===== config.mk =====
export PLATFORM = sky130hd
export DESIGN_NAME = sign_extend
export DESIGN_NICKNAME = d
export VERILOG_FILES = /design/src/rtl/sign_extend_pkg.sv /design/src/rtl/ext_mux.sv /design/src/rtl/sign_extend.sv
export SDC_FILE = /design/constraint.sdc
export NUM_CORES = 1
export LEC_CHECK = 0
export ABC_CLOCK_PERIOD_IN_PS = 1600
export BUFFER_PORTS_ARGS = -buffer_cell sky130_fd_sc_hd__buf_2
export CAP_MARGIN = 15
export CORE_MARGIN = 5
export CORE_UTILIZATION = 40
export CTS_BUF_LIST = sky130_fd_sc_hd__clkbuf_16
export DETAILED_ROUTE_END_ITERATION = 12
export HOLD_SLACK_MARGIN = 0.03
export PLACE_DENSITY = 0.77
export SLEW_MARGIN = 15
export SYNTH_ARGS = -nofsm -noshare
export SYNTH_HDL_FRONTEND = slang
export SYNTH_SLANG_ARGS = --single-unit

===== constraint.sdc =====
create_clock -name clk -period 1.6 [get_ports clk]
set_clock_uncertainty 0.05 [all_clocks]
set_input_delay 0.16 -clock clk [delete_from_list [all_inputs] [get_ports clk]]
set_output_delay 0.16 -clock clk [all_outputs]
set_load 0.02 [all_outputs]

===== src/rtl/sign_extend_pkg.sv =====
// Shared mode encodings and default widths for the immediate sign/zero extender.
package sign_extend_pkg;

    localparam int DATA_W_DEF = 32;
    localparam int IMM_W_DEF  = 16;
    localparam int MODE_W     = 3;

    typedef enum logic [MODE_W-1:0] {
        MODE_SEXT16  = 3'b000,
        MODE_ZEXT16  = 3'b001,
        MODE_SEXT8   = 3'b010,
        MODE_ZEXT8   = 3'b011,
        MODE_SEXT12  = 3'b100,
        MODE_UPPER16 = 3'b101,
        MODE_RSVD6   = 3'b110,
        MODE_RSVD7   = 3'b111
    } ext_mode_e;

endpackage


===== src/rtl/ext_mux.sv =====
// Combinational mode decoder: selects an immediate field from the raw word and
// sign-extends, zero-extends or left-justifies it to the full data width.
module ext_mux
    import sign_extend_pkg::*;
#(
    parameter int DATA_W = DATA_W_DEF,
    parameter int IMM_W  = IMM_W_DEF
) (
    input  logic        [DATA_W-1:0] in,
    input  logic        [MODE_W-1:0] mode,
    output logic signed [DATA_W-1:0] ext
);

    function automatic logic signed [DATA_W-1:0] sext_imm(input logic signed [IMM_W-1:0] v);
        return DATA_W'(v);
    endfunction

    function automatic logic signed [DATA_W-1:0] sext12(input logic signed [11:0] v);
        return DATA_W'(v);
    endfunction

    function automatic logic signed [DATA_W-1:0] sext8(input logic signed [7:0] v);
        return DATA_W'(v);
    endfunction

    function automatic logic signed [DATA_W-1:0] zext_imm(input logic [IMM_W-1:0] v);
        return {{(DATA_W-IMM_W){1'b0}}, v};
    endfunction

    function automatic logic signed [DATA_W-1:0] zext8(input logic [7:0] v);
        return {{(DATA_W-8){1'b0}}, v};
    endfunction

    function automatic logic signed [DATA_W-1:0] upper_imm(input logic [IMM_W-1:0] v);
        return {v, {(DATA_W-IMM_W){1'b0}}};
    endfunction

    // Bits above the primary immediate never contribute to any mode.
    logic unused_hi;
    assign unused_hi = ^in[DATA_W-1:IMM_W];

    always_comb begin
        ext = sext_imm(in[IMM_W-1:0]);
        case (mode)
            MODE_SEXT16:  ext = sext_imm(in[IMM_W-1:0]);
            MODE_ZEXT16:  ext = zext_imm(in[IMM_W-1:0]);
            MODE_SEXT8:   ext = sext8(in[7:0]);
            MODE_ZEXT8:   ext = zext8(in[7:0]);
            MODE_SEXT12:  ext = sext12(in[11:0]);
            MODE_UPPER16: ext = upper_imm(in[IMM_W-1:0]);
            default:      ext = sext_imm(in[IMM_W-1:0]);
        endcase
    end

endmodule


===== src/rtl/sign_extend.sv =====
// Registered immediate extender: one-cycle latency, one result per cycle,
// with a valid strobe and a registered sign flag of the held result.
module sign_extend
    import sign_extend_pkg::*;
#(
    parameter int DATA_W = DATA_W_DEF,
    parameter int IMM_W  = IMM_W_DEF
) (
    input  logic              clk,
    input  logic              rst_n,
    input  logic [DATA_W-1:0] in,
    input  logic              in_valid,
    input  logic [MODE_W-1:0] mode,
    output logic [DATA_W-1:0] out,
    output logic              out_valid,
    output logic              out_neg
);

    // Stage p0: combinational extension of the incoming word
    logic signed [DATA_W-1:0] ext_p0;

    ext_mux #(
        .DATA_W (DATA_W),
        .IMM_W  (IMM_W)
    ) u_ext_mux (
        .in   (in),
        .mode (mode),
        .ext  (ext_p0)
    );

    // Stage p1: result register; data holds when no new word is accepted
    logic signed [DATA_W-1:0] out_p1;
    logic                     neg_p1;
    logic                     vld_p1;

    always_ff @(posedge clk) begin
        if (!rst_n) begin
            out_p1 <= '0;
            neg_p1 <= 1'b0;
            vld_p1 <= 1'b0;
        end else begin
            vld_p1 <= in_valid;
            if (in_valid) begin
                out_p1 <= ext_p0;
                neg_p1 <= ext_p0[DATA_W-1];
            end
        end
    end

    assign out       = out_p1;
    assign out_neg   = neg_p1;
    assign out_valid = vld_p1;

endmodule


Word-level counts from Yosys, hierarchy flattened. Cells that the tools add are included.

Input bits: 38. Bits in registers: 34. Output and inout port bits: 34.

Eq/ne operators: 5. Mux-type cells: 1.

Operators with widths (count): case mux 32 bit (5 select lines) (1); == test 3 x 2 -> 1 bit, second input constant (2); == test 3 bit, second input constant (2); == test 3 x 1 -> 1 bit, second input constant (1).

Longest topological paths before layout. Gate-level depths: netlist (run 1).

Depth in word-level cells: 2. Gate-level depth with buffers: 6. Depth with buffers taken out: 3.

Cells and area by module. A second synthesis (run 1) with hierarchy kept.

Cells, all modules: 170. Area, all modules: 1699.1 um2.

Modules (own cells, without submodules): sign_extend (cells each 106, area each 1277.5 um2, times used 1, seq. area each 660.6 um2); ext_mux (cells each 64, area each 421.7 um2, times used 1, seq. area each 0.0 um2).

Worst setup path after synthesis (run 1). Ideal clock, no wire load.

Path type: in2reg. From: input mode[2]. To: register out_p1[20] (netlist: out[20]). Arrival time: 0.898 ns. Stages: 5. Setup time: 0.123 ns. Slack: 0.529 ns. Cell sequence: buf_6 > and2_2 > o21ai_2 > buf_6 > a31oi_1.

Word-level cells in the longest chain between the ends: 2.

Ends and longest elaborated chain: from (decl) (RTL line sign_extend.sv:13) `input logic [MODE_W-1:0] mode,`; == test 3 bit, or another cell as far along (RTL line ext_mux.sv:44) `case (mode)`; case mux 32 bit (5 select lines) * (RTL line ext_mux.sv:44); to (signal assigned) (RTL line sign_extend.sv:44) `out_p1 <= ext_p0;`; to (decl) (RTL line sign_extend.sv:32) `logic signed [DATA_W-1:0] out_p1;`.

Mark *: on every way between the ends. The rest lies on a longest branch, timed or not. A chain may end at the register's enable or synchronous reset.

==> impl_metrics.env, run 1 <==
export IMPL_netSwitchingFraction_pct=26.6
export IMPL_ys_ff_latch=33
export IMPL_clock_fmax_ghz=1.01
export IMPL_netlist_area_um2=1420
export IMPL_die_y_um=69.7
export IMPL_p_comb_share_pct=15.6
export IMPL_numCtsBuffers=5
export IMPL_cts_tree="done"
export IMPL_worstPathBufferInverterCount=1
export IMPL_via_per_inst=5.22
export IMPL_htreeDepth=2
export IMPL_leakage_uw=0.000801
export IMPL_drtAntennaViolNets=0
export IMPL_grt_pass1_wl_mm=5.80
export IMPL_slew_headroom_pct=68.4
export IMPL_path_class="flip-flop to primary output"
export IMPL_startpoint_type="flip-flop"
export IMPL_synth_warnings=0
export IMPL_p_per_area_nw_per_um2=1180
export IMPL_cp_max_fo=3
export IMPL_crit_chain="buf_2"
export IMPL_grt_start_max_net_pins=34
export IMPL_path_clk_slew_ps=50
export IMPL_synth_largest_area_cell="dfxtp_1"
export IMPL_wl_per_cell_um=14.1
export IMPL_core_area_um2=3390
export IMPL_die_w_um=69.7
export IMPL_r2r_slack_ps=890
export IMPL_setup_viol=0
export IMPL_place_gp_congestion=0.729
export IMPL_clock_sinks=33
export IMPL_p_seq_share_pct=42.5
export IMPL_n_antenna_cell=0
export IMPL_rsz0062_at_grt="no"
export IMPL_die_area_um2=4850
export IMPL_cap_viol_max_count=0
export IMPL_ctsResizeCount=0
export IMPL_power_switching_uw=566
export IMPL_synth_top_family_by_area="compound AO/OA/AOI/OAI gates"
export IMPL_wl_mm=3.56
export IMPL_syn_nets=194
export IMPL_ys_seq_area_share_pct=46.4
export IMPL_root_buffer="clkbuf_16"
export IMPL_stdcell_count=253
export IMPL_slew_viol_final=0
export IMPL_clockBufferDepth=2
export IMPL_nets=244
export IMPL_status="complete, no violations"
export IMPL_grt_pass1_vias=1193
export IMPL_yosysMostFrequentCell="dfxtp_1"
export IMPL_cpMaxStageDelayCell="dfxtp_1"
export IMPL_min_period_ps=989
export IMPL_hold_viol=0
export IMPL_min_path_type="input port to flip-flop"
export IMPL_dp_hpwl_mm=2.42
export IMPL_drive_above_1_share_pct=37.2
export IMPL_rows=21
export IMPL_synth_xor_area_share_pct=0.615
export IMPL_ios=72
export IMPL_critPathTopFamily="flip-flops"
export IMPL_peakVddDrop_mv=0.508
export IMPL_start_util_pct=42.0
export IMPL_crit_arrival_ps=780
export IMPL_avgSynthCellArea_um2=9.13
export IMPL_vias=1321
export IMPL_fin_setup_tns_ps=0
export IMPL_numPortBuffers=55
export IMPL_first_iter_violations=111
export IMPL_synthMuxAreaShare_pct=0
export IMPL_worstSetupEndpointType="primary output"
export IMPL_cp_data_required_time_ps=1390
export IMPL_synth_area_top_cells="dfxtp_1 46%, o21ai_0 8.8%, a31oi_1 6.6%"
export IMPL_synth_compound_area_share_pct=27.4
export IMPL_worst_slew_pin_slew_ps=473
export IMPL_synth_top_area_share_pct=46.4
export IMPL_synthCells=156
export IMPL_postCtsSetupRepairBufs=0
export IMPL_dp_cells=245
export IMPL_grt_total_usage_pct=15.0
export IMPL_yosys_most_used_dff="dfxtp_1"
export IMPL_yosys_area_share_simple_pct=17.8
export IMPL_clock_latency_ps=280
export IMPL_synth_edff_count=0
export IMPL_pwr_share_clk_pct=42.0
export IMPL_overflow=0
export IMPL_area_growth_pct=26.9
export IMPL_firstDrtPassIters=4
export IMPL_slowest_delay_ps=340
export IMPL_drc=0
export IMPL_yosysUniqueCellTypes=24
export IMPL_final_period_utilization_pct=61.8
export IMPL_synth_async_sr_flop_share_pct=0
export IMPL_synth_fa_ha_area_share_pct=0
export IMPL_synth_commonest_cells="33 x dfxtp_1, 25 x o21ai_0, 19 x nand2_1, 15 x a31oi_1, 11 x nand3_1"
export IMPL_antenna_found_initial=0
export IMPL_p_int_uw=1560
export IMPL_cts_hold_buf=0
[metal layers]
metal	vias up	track usage, %	routed length, µm
met4	0	7.87	67
met1	611	18.6	1490
met5	-	0	0
met2	51	23.4	1700
met3	8	4.49	292
li1	651	-	-
[power groups by stage]
stage	clock [µW]	sequential (µW)	combinational (µW)
finish	894	904	332
global route	942	911	365
CTS	907	905	335
detailed placement	0	921	335
global placement	0	919	331
floorplan	0	992	154
[flip-flops by register name (all words and copies together) (netlist names)]
register   count
out           32
out_valid      1
[layout make-up]
class	count	area, µm²
fill	341	1580
sequential	33	661
multi-input combinational	108	652
timing repair buffer	58	298
clock buffer	5	125
tap	46	57.6
clock inverter	3	13.8
[cell families after synthesis]
family / after synthesis
simple gates: 46
xor+xnor: 1
flops: 33
compound gates: 61
buf+inv: 15
[cell usage in the layout (no fill, tap or decap)]
cell,n
nand3b_4,1
nand2b_4,1
o21a_1,2
o21ai_2,1
clkinv_2,2
nand2_1,19
nand3_1,11
and2_2,1
inv_1,1
xnor2_1,1
o221a_4,1
nand2b_1,9
a21oi_2,6
o21ai_0,25
a21boi_0,8
nand3b_1,1
buf_2,55
and3b_2,1
a31oi_1,15
clkbuf_16,5
buf_4,3
nor3_1,1
a21oi_1,3
and2_1,1
dfxtp_1,33
[final timing paths]
path	to	start	cells after the start
setup / recovery	out_neg	out[31]	1
hold / removal	out[21]	in[5]	3
setup reg to reg	out[31]	out[31]	2
hold reg to reg	out[6]	out[6]	2
[worst register-to-register path: cells and delay by family, from the launching register on]
| family | cells | cell delay, ps |
|---|---|---|
| flip-flops | 1 | 310 |
| AO/OA/AOI/OAI | 2 | 230 |
[metrics by stage]
stage	area (µm²)	hold slack, ps	setup slack, ps	power [µW]	util [%]
6_report	1810	101	611	2130	53.3
2_1_floorplan	1420	248	529	1150	-
3_5_place_dp	1670	386	346	1260	49.2
4_1_cts	1810	97.4	602	2150	53.3
3_3_place_gp	1670	384	369	1250	49.2
5_1_grt	1810	107	497	2220	53.3
Power figures use the tool's default switching activity.
==> run 2, diff against run 1 <==
--- a/config.mk
+++ b/config.mk
@@ -5,7 +5,8 @@
 export SDC_FILE = /design/constraint.sdc
 export NUM_CORES = 1
 export LEC_CHECK = 0
-export ABC_CLOCK_PERIOD_IN_PS = 1600
+export ABC_AREA = 1
+export ABC_CLOCK_PERIOD_IN_PS = 1000
 export BUFFER_PORTS_ARGS = -buffer_cell sky130_fd_sc_hd__buf_2
 export CAP_MARGIN = 15
 export CORE_MARGIN = 5
==> constraint.sdc (replaced) <==
create_clock -name clk -period 1 [get_ports clk]
set_clock_uncertainty 0.05 [all_clocks]
set_input_delay 0.1 -clock clk [delete_from_list [all_inputs] [get_ports clk]]
set_output_delay 0.1 -clock clk [all_outputs]
set_load 0.02 [all_outputs]
==> impl_metrics.env, run 2 <==
export IMPL_status="complete, no violations"
export IMPL_cpMaxStageDelayCell="dfxtp_1"
export IMPL_final_cell_mix="55 x buf_2, 53 x nand2_1, 34 x nor2_1, 33 x dfxtp_1, 31 x o21ai_0"
export IMPL_nets=297
export IMPL_drive_above_1_share_pct=30.8
export IMPL_crit_chain="buf_2"
export IMPL_ctsResizeCount=0
export IMPL_start_util_pct=41.9
export IMPL_synth_area_top_cells="dfxtp_1 47%, nand2_1 14%, o21ai_0 11%"
export IMPL_avgSynthCellArea_um2=7.10
export IMPL_hp_start="in[12]"
export IMPL_vias=1426
export IMPL_grt_total_usage_pct=15.7
export IMPL_worstSetupEndpointType="primary output"
export IMPL_die_w_um=69.6
export IMPL_r2r_start="out[18]"
export IMPL_synth_edff_count=0
export IMPL_path_clk_slew_ps=50
export IMPL_netSwitchingFraction_pct=25.7
export IMPL_yosysUniqueCellTypes=19
export IMPL_place_gp_congestion=0.784
export IMPL_drtAntennaViolNets=0
export IMPL_clock_latency_ps=270
export IMPL_cts_tree="done"
export IMPL_area_growth_pct=36.6
export IMPL_wl_per_cell_um=11.9
export IMPL_htreeDepth=2
export IMPL_min_path_type="input port to flip-flop"
export IMPL_final_common_cell="buf_2"
export IMPL_final_util_pct=57.2
export IMPL_worst_slew_pin_slew_ps=280
export IMPL_n_antenna_cell=0
export IMPL_firstDrtPassIters=4
export IMPL_ys_seq_area_share_pct=46.5
export IMPL_die_y_um=69.6
export IMPL_wl_mm=3.65
export IMPL_ys_ff_latch=33
export IMPL_slew_viol_final=0
export IMPL_overflow=0
export IMPL_crit_arrival_ps=780
export IMPL_min_period_ps=927
export IMPL_hold_depth=3
export IMPL_numCtsBuffers=5
export IMPL_startpoint_type="flip-flop"
export IMPL_ios=72
export IMPL_numPortBuffers=55
export IMPL_first_iter_violations=63
export IMPL_rows=21
export IMPL_syn_nets=238
export IMPL_synth_top_area_share_pct=46.5
export IMPL_fillCellCount=327
export IMPL_path_class="flip-flop to primary output"
export IMPL_r2r_end="out[18]"
export IMPL_pwr_share_clk_pct=45.2
export IMPL_cp_max_fo=2
export IMPL_postCtsSetupRepairBufs=0
export IMPL_grt_pass1_vias=1383
export IMPL_grt_start_max_net_pins=34
export IMPL_worstPathBufferInverterCount=1
export IMPL_clockBufferDepth=2
export IMPL_cts_hold_buf=0
export IMPL_p_seq_share_pct=38.7
export IMPL_yosys_most_used_dff="dfxtp_1"
export IMPL_antenna_found_initial=0
export IMPL_hold_end="out[12]"
export IMPL_synth_largest_area_cell="dfxtp_1"
export IMPL_setup_ws_ps=72.5
export IMPL_synth_async_sr_flop_share_pct=0
export IMPL_peakVddDrop_mv=0.973
export IMPL_power_switching_uw=963
export IMPL_hold_viol=0
export IMPL_power_uw=3750
export IMPL_pre_cts_slack_ps=-136
export IMPL_die_area_um2=4840
export IMPL_clock_sinks=33
export IMPL_critPathTopFamily="flip-flops"
export IMPL_leakage_uw=0.00103
export IMPL_cp_data_required_time_ps=850
export IMPL_reg2regPathDepth=2
export IMPL_p_int_uw=2790
export IMPL_largest_reg_flops=32
export IMPL_slew_headroom_pct=81.3
export IMPL_core_area_um2=3390
export IMPL_grt_pass1_wl_mm=6.18
export IMPL_yosysMostFrequentCell="nand2_1"
export IMPL_rsz0062_at_grt="no"
export IMPL_netlist_area_um2=1420
export IMPL_via_per_inst=4.66
export IMPL_r2r_slack_ps=280
export IMPL_setup_viol=0
export IMPL_final_period_utilization_pct=92.7
export IMPL_cap_viol_max_count=0
export IMPL_synth_warnings=0
export IMPL_synthCells=200
export IMPL_dp_hpwl_mm=2.60
export IMPL_p_per_area_nw_per_um2=1930
export IMPL_fin_setup_tns_ps=0
export IMPL_synth_commonest_cells="53 x nand2_1, 34 x nor2_1, 33 x dfxtp_1, 31 x o21ai_0, 18 x a21oi_1"
export IMPL_slowest_delay_ps=330
export IMPL_root_buffer="clkbuf_16"
export IMPL_drc=0
export IMPL_p_comb_share_pct=16.1
export IMPL_clock_fmax_ghz=1.08
[run 2: cell count changes after synthesis, moves of 8 or more]
cell / change
nand3_1: -8
a21oi_1: +15
nand2b_1: -9
nand2_1: +34
nor2_1: +34
a21boi_0: -8
a31oi_1: -15
[run 2: cell families (layout without fill, tap and decap cells)]
family	Yosys count	count (layout)	share of synthesized area, %
flops	33	33	46.5
compound gates	50	50	17.6
buf+inv	20	80	6.96
simple gates	97	97	28.9
[run 2: worst max path at each step]
stage | from | slack [ps] | depth (start not counted) | endpoint
finish | out[20] | 70 | 1 | out[20]
global route | mode[1] | 10 | 7 | out[21]
CTS | out[31] | 60 | 1 | out[31]
detailed placement | mode[1] | -140 | 7 | out[30]
global placement | mode[1] | -110 | 7 | out[28]
floorplan | mode[1] | 130 | 7 | out[16]
[run 2: per-layer routing]
layer / GRT usage (%) / vias to the layer above / part of all wire, %
li1: - / 754 / -
met1: 18.4 / 631 / 45
met2: 25.2 / 31 / 47
met3: 4.64 / 10 / 5.7
met4: 9.33 / 0 / 2.6
met5: 0 / - / 0
[run 2: layout make-up]
class / count / area [µm²] / share of cell area, %
tap: 46 / 57.6 / 2.97
inverter: 8 / 30.0 / 1.55
sequential: 33 / 661 / 34.1
clock inverter: 3 / 37.5 / 1.94
multi-input combinational: 147 / 661 / 34.1
clock buffer: 5 / 125 / 6.45
timing repair buffer: 64 / 368 / 19.0
[run 2: power groups by stage]
stage                     clock network, µW  registers, µW  logic, µW
final                                  1690           1450        604
after global routing                   1750           1460        673
after CTS                              1710           1450        609
after detailed placement                  0           1480        602
after global placement                    0           1470        600
after floorplan                           0           1600        258
[run 2: through the flow]
step	instances	hold slack, ps	instance area [µm²]
6_report	306	32.6	1940
5_1_grt	306	42.8	1940
4_1_cts	306	33.7	1940
3_5_place_dp	298	319	1780
3_3_place_gp	298	317	1780
2_1_floorplan	200	188	1420
==> run 3, diff against run 2 <==
--- a/config.mk
+++ b/config.mk
@@ -5,7 +5,6 @@
 export SDC_FILE = /design/constraint.sdc
 export NUM_CORES = 1
 export LEC_CHECK = 0
-export ABC_AREA = 1
 export ABC_CLOCK_PERIOD_IN_PS = 1000
 export BUFFER_PORTS_ARGS = -buffer_cell sky130_fd_sc_hd__buf_2
 export CAP_MARGIN = 15
@@ -13,7 +12,6 @@
 export CORE_UTILIZATION = 40
 export CTS_BUF_LIST = sky130_fd_sc_hd__clkbuf_16
 export DETAILED_ROUTE_END_ITERATION = 12
-export HOLD_SLACK_MARGIN = 0.03
 export PLACE_DENSITY = 0.77
 export SLEW_MARGIN = 15
 export SYNTH_ARGS = -nofsm -noshare
==> impl_metrics.env, run 3 (same netlist as run 1, synthesis figures left out) <==
export IMPL_slew_headroom_pct=80.5
export IMPL_cp_depth=1
export IMPL_rows=21
export IMPL_r2r_end="out[28]"
export IMPL_overflow=0
export IMPL_area_growth_pct=38.0
export IMPL_root_buffer="clkbuf_16"
export IMPL_cts_hold_buf=0
export IMPL_dp_hpwl_mm=2.59
export IMPL_largest_reg_flops=32
export IMPL_cp_max_fo=2
export IMPL_cap_viol_max_count=0
export IMPL_die_area_um2=4850
export IMPL_core_area_um2=3390
export IMPL_leakage_uw=0.000882
export IMPL_n_antenna_cell=0
export IMPL_clock_sinks=33
export IMPL_r2r_slack_ps=280
export IMPL_worst_slew_pin_slew_ps=293
export IMPL_drtAntennaViolNets=0
export IMPL_die_w_um=69.7
export IMPL_antenna_found_initial=0
export IMPL_via_per_inst=5.09
export IMPL_p_per_area_nw_per_um2=1890
export IMPL_start_util_pct=42.0
export IMPL_slew_viol_final=0
export IMPL_ios=72
export IMPL_first_iter_violations=76
export IMPL_die_y_um=69.7
export IMPL_worstSetupEndpointType="primary output"
export IMPL_multi_input_area_um2=664
export IMPL_critPathTopFamily="flip-flops"
export IMPL_worstPathBufferInverterCount=1
export IMPL_grt_start_max_net_pins=34
export IMPL_r2r_start="out[28]"
export IMPL_hold_viol=0
export IMPL_rsz0062_at_grt="no"
export IMPL_ctsResizeCount=0
export IMPL_clock_fmax_ghz=1.07
export IMPL_cts_tree="done"
export IMPL_status="complete, no violations"
export IMPL_cp_endpoint="out[24]"
export IMPL_final_period_utilization_pct=93.8
export IMPL_min_path_type="input port to flip-flop"
export IMPL_peakVddDrop_mv=1.25
export IMPL_pre_cts_slack_ps=-152
export IMPL_postCtsSetupRepairBufs=0
export IMPL_setup_viol=0
export IMPL_path_class="flip-flop to primary output"
export IMPL_numPortBuffers=55
export IMPL_numCtsBuffers=5
export IMPL_reg2regPathDepth=2
export IMPL_cp_startpoint="out[24]"
export IMPL_vias=1354
export IMPL_cp_data_required_time_ps=850
export IMPL_wl_per_cell_um=13.6
export IMPL_htreeDepth=2
export IMPL_place_gp_congestion=0.707
export IMPL_crit_arrival_ps=790
export IMPL_min_period_ps=938
export IMPL_regArea_um2=661
export IMPL_grt_total_usage_pct=15.5
export IMPL_hold_ws_ps=41.8
export IMPL_final_cell_mix="55 x buf_2, 33 x dfxtp_1, 25 x o21ai_0, 19 x nand2_1, 15 x a31oi_1"
export IMPL_nets=257
export IMPL_final_common_cell="buf_2"
export IMPL_drive_above_1_share_pct=40.9
export IMPL_drc=0
export IMPL_clockBufferDepth=2
export IMPL_fillCellCount=313
export IMPL_firstDrtPassIters=4
export IMPL_wl_mm=3.62
export IMPL_setup_ws_ps=62.2
export IMPL_clock_latency_ps=270
export IMPL_cpMaxStageDelayCell="dfxtp_1"
export IMPL_crit_chain="buf_2"
export IMPL_grt_pass1_wl_mm=6.04
export IMPL_path_clk_slew_ps=50
export IMPL_grt_pass1_vias=1273
export IMPL_slowest_delay_ps=340
export IMPL_startpoint_type="flip-flop"
-- run 3: cell types whose count changed in the layout (fill, tap and decap cells not counted), moves of 5 or more --
cell / previous run / this run
nand2_1: 53 / 19
nor2_1: 34 / 0
a21oi_1: 18 / 3
a31oi_1: 0 / 15
nand2b_1: 0 / 9
a21boi_0: 0 / 8
nand3_1: 3 / 11
buf_4: 7 / 14
a21oi_2: 0 / 6
o21ai_0: 31 / 25
inv_1: 6 / 1
-- run 3: power breakdown --
| group | internal [µW] | switching, µW |
|---|---|---|
| clock network | 1150 | 518 |
| registers | 1410 | 38.9 |
| logic | 241 | 353 |
| total | 2810 | 910 |
-- run 3: through the flow --
stage / TNS (ps) / instances / instance area, µm² / total power, µW / util (%)
after floorplan: 0 / 156 / 1440 / 1840 / -
after detailed placement: -2930 / 258 / 1800 / 2070 / 53.2
after global placement: -2160 / 258 / 1800 / 2060 / 53.2
after CTS: 0 / 266 / 1970 / 3750 / 58.0
final: 0 / 266 / 1970 / 3720 / 58.0
after global routing: 0 / 266 / 1970 / 3870 / 58.0
-- run 3: cell type report --
| class | count | area share, % |
|---|---|---|
| multi-input cells | 108 | 33.8 |
| flip-flops and latches | 33 | 33.6 |
| repair buffers | 71 | 21.4 |
| clock buffers | 5 | 6.37 |
| well taps | 46 | 2.93 |
| clock inverters | 3 | 1.91 |
-- run 3: per-layer routing --
metal / global-route usage, % / up-vias / wire, µm
met5: 0 / - / 0
met4: 9.15 / 0 / 90
li1: - / 682 / -
met1: 18.2 / 619 / 1590
met2: 24.7 / 44 / 1700
met3: 4.64 / 9 / 235
-- run 3: how the worst min path moves through the flow --
stage | start | cells past startpoint | slack, ps | endpoint
3_3_place_gp | in[8] | 3 | 320 | out[24]
5_1_grt | in[12] | 3 | 50 | out[12]
6_report | in[9] | 3 | 40 | out[9]
4_1_cts | in[6] | 3 | 40 | out[22]
3_5_place_dp | in[6] | 3 | 330 | out[22]
2_1_floorplan | rst_n | 2 | 190 | out[24]
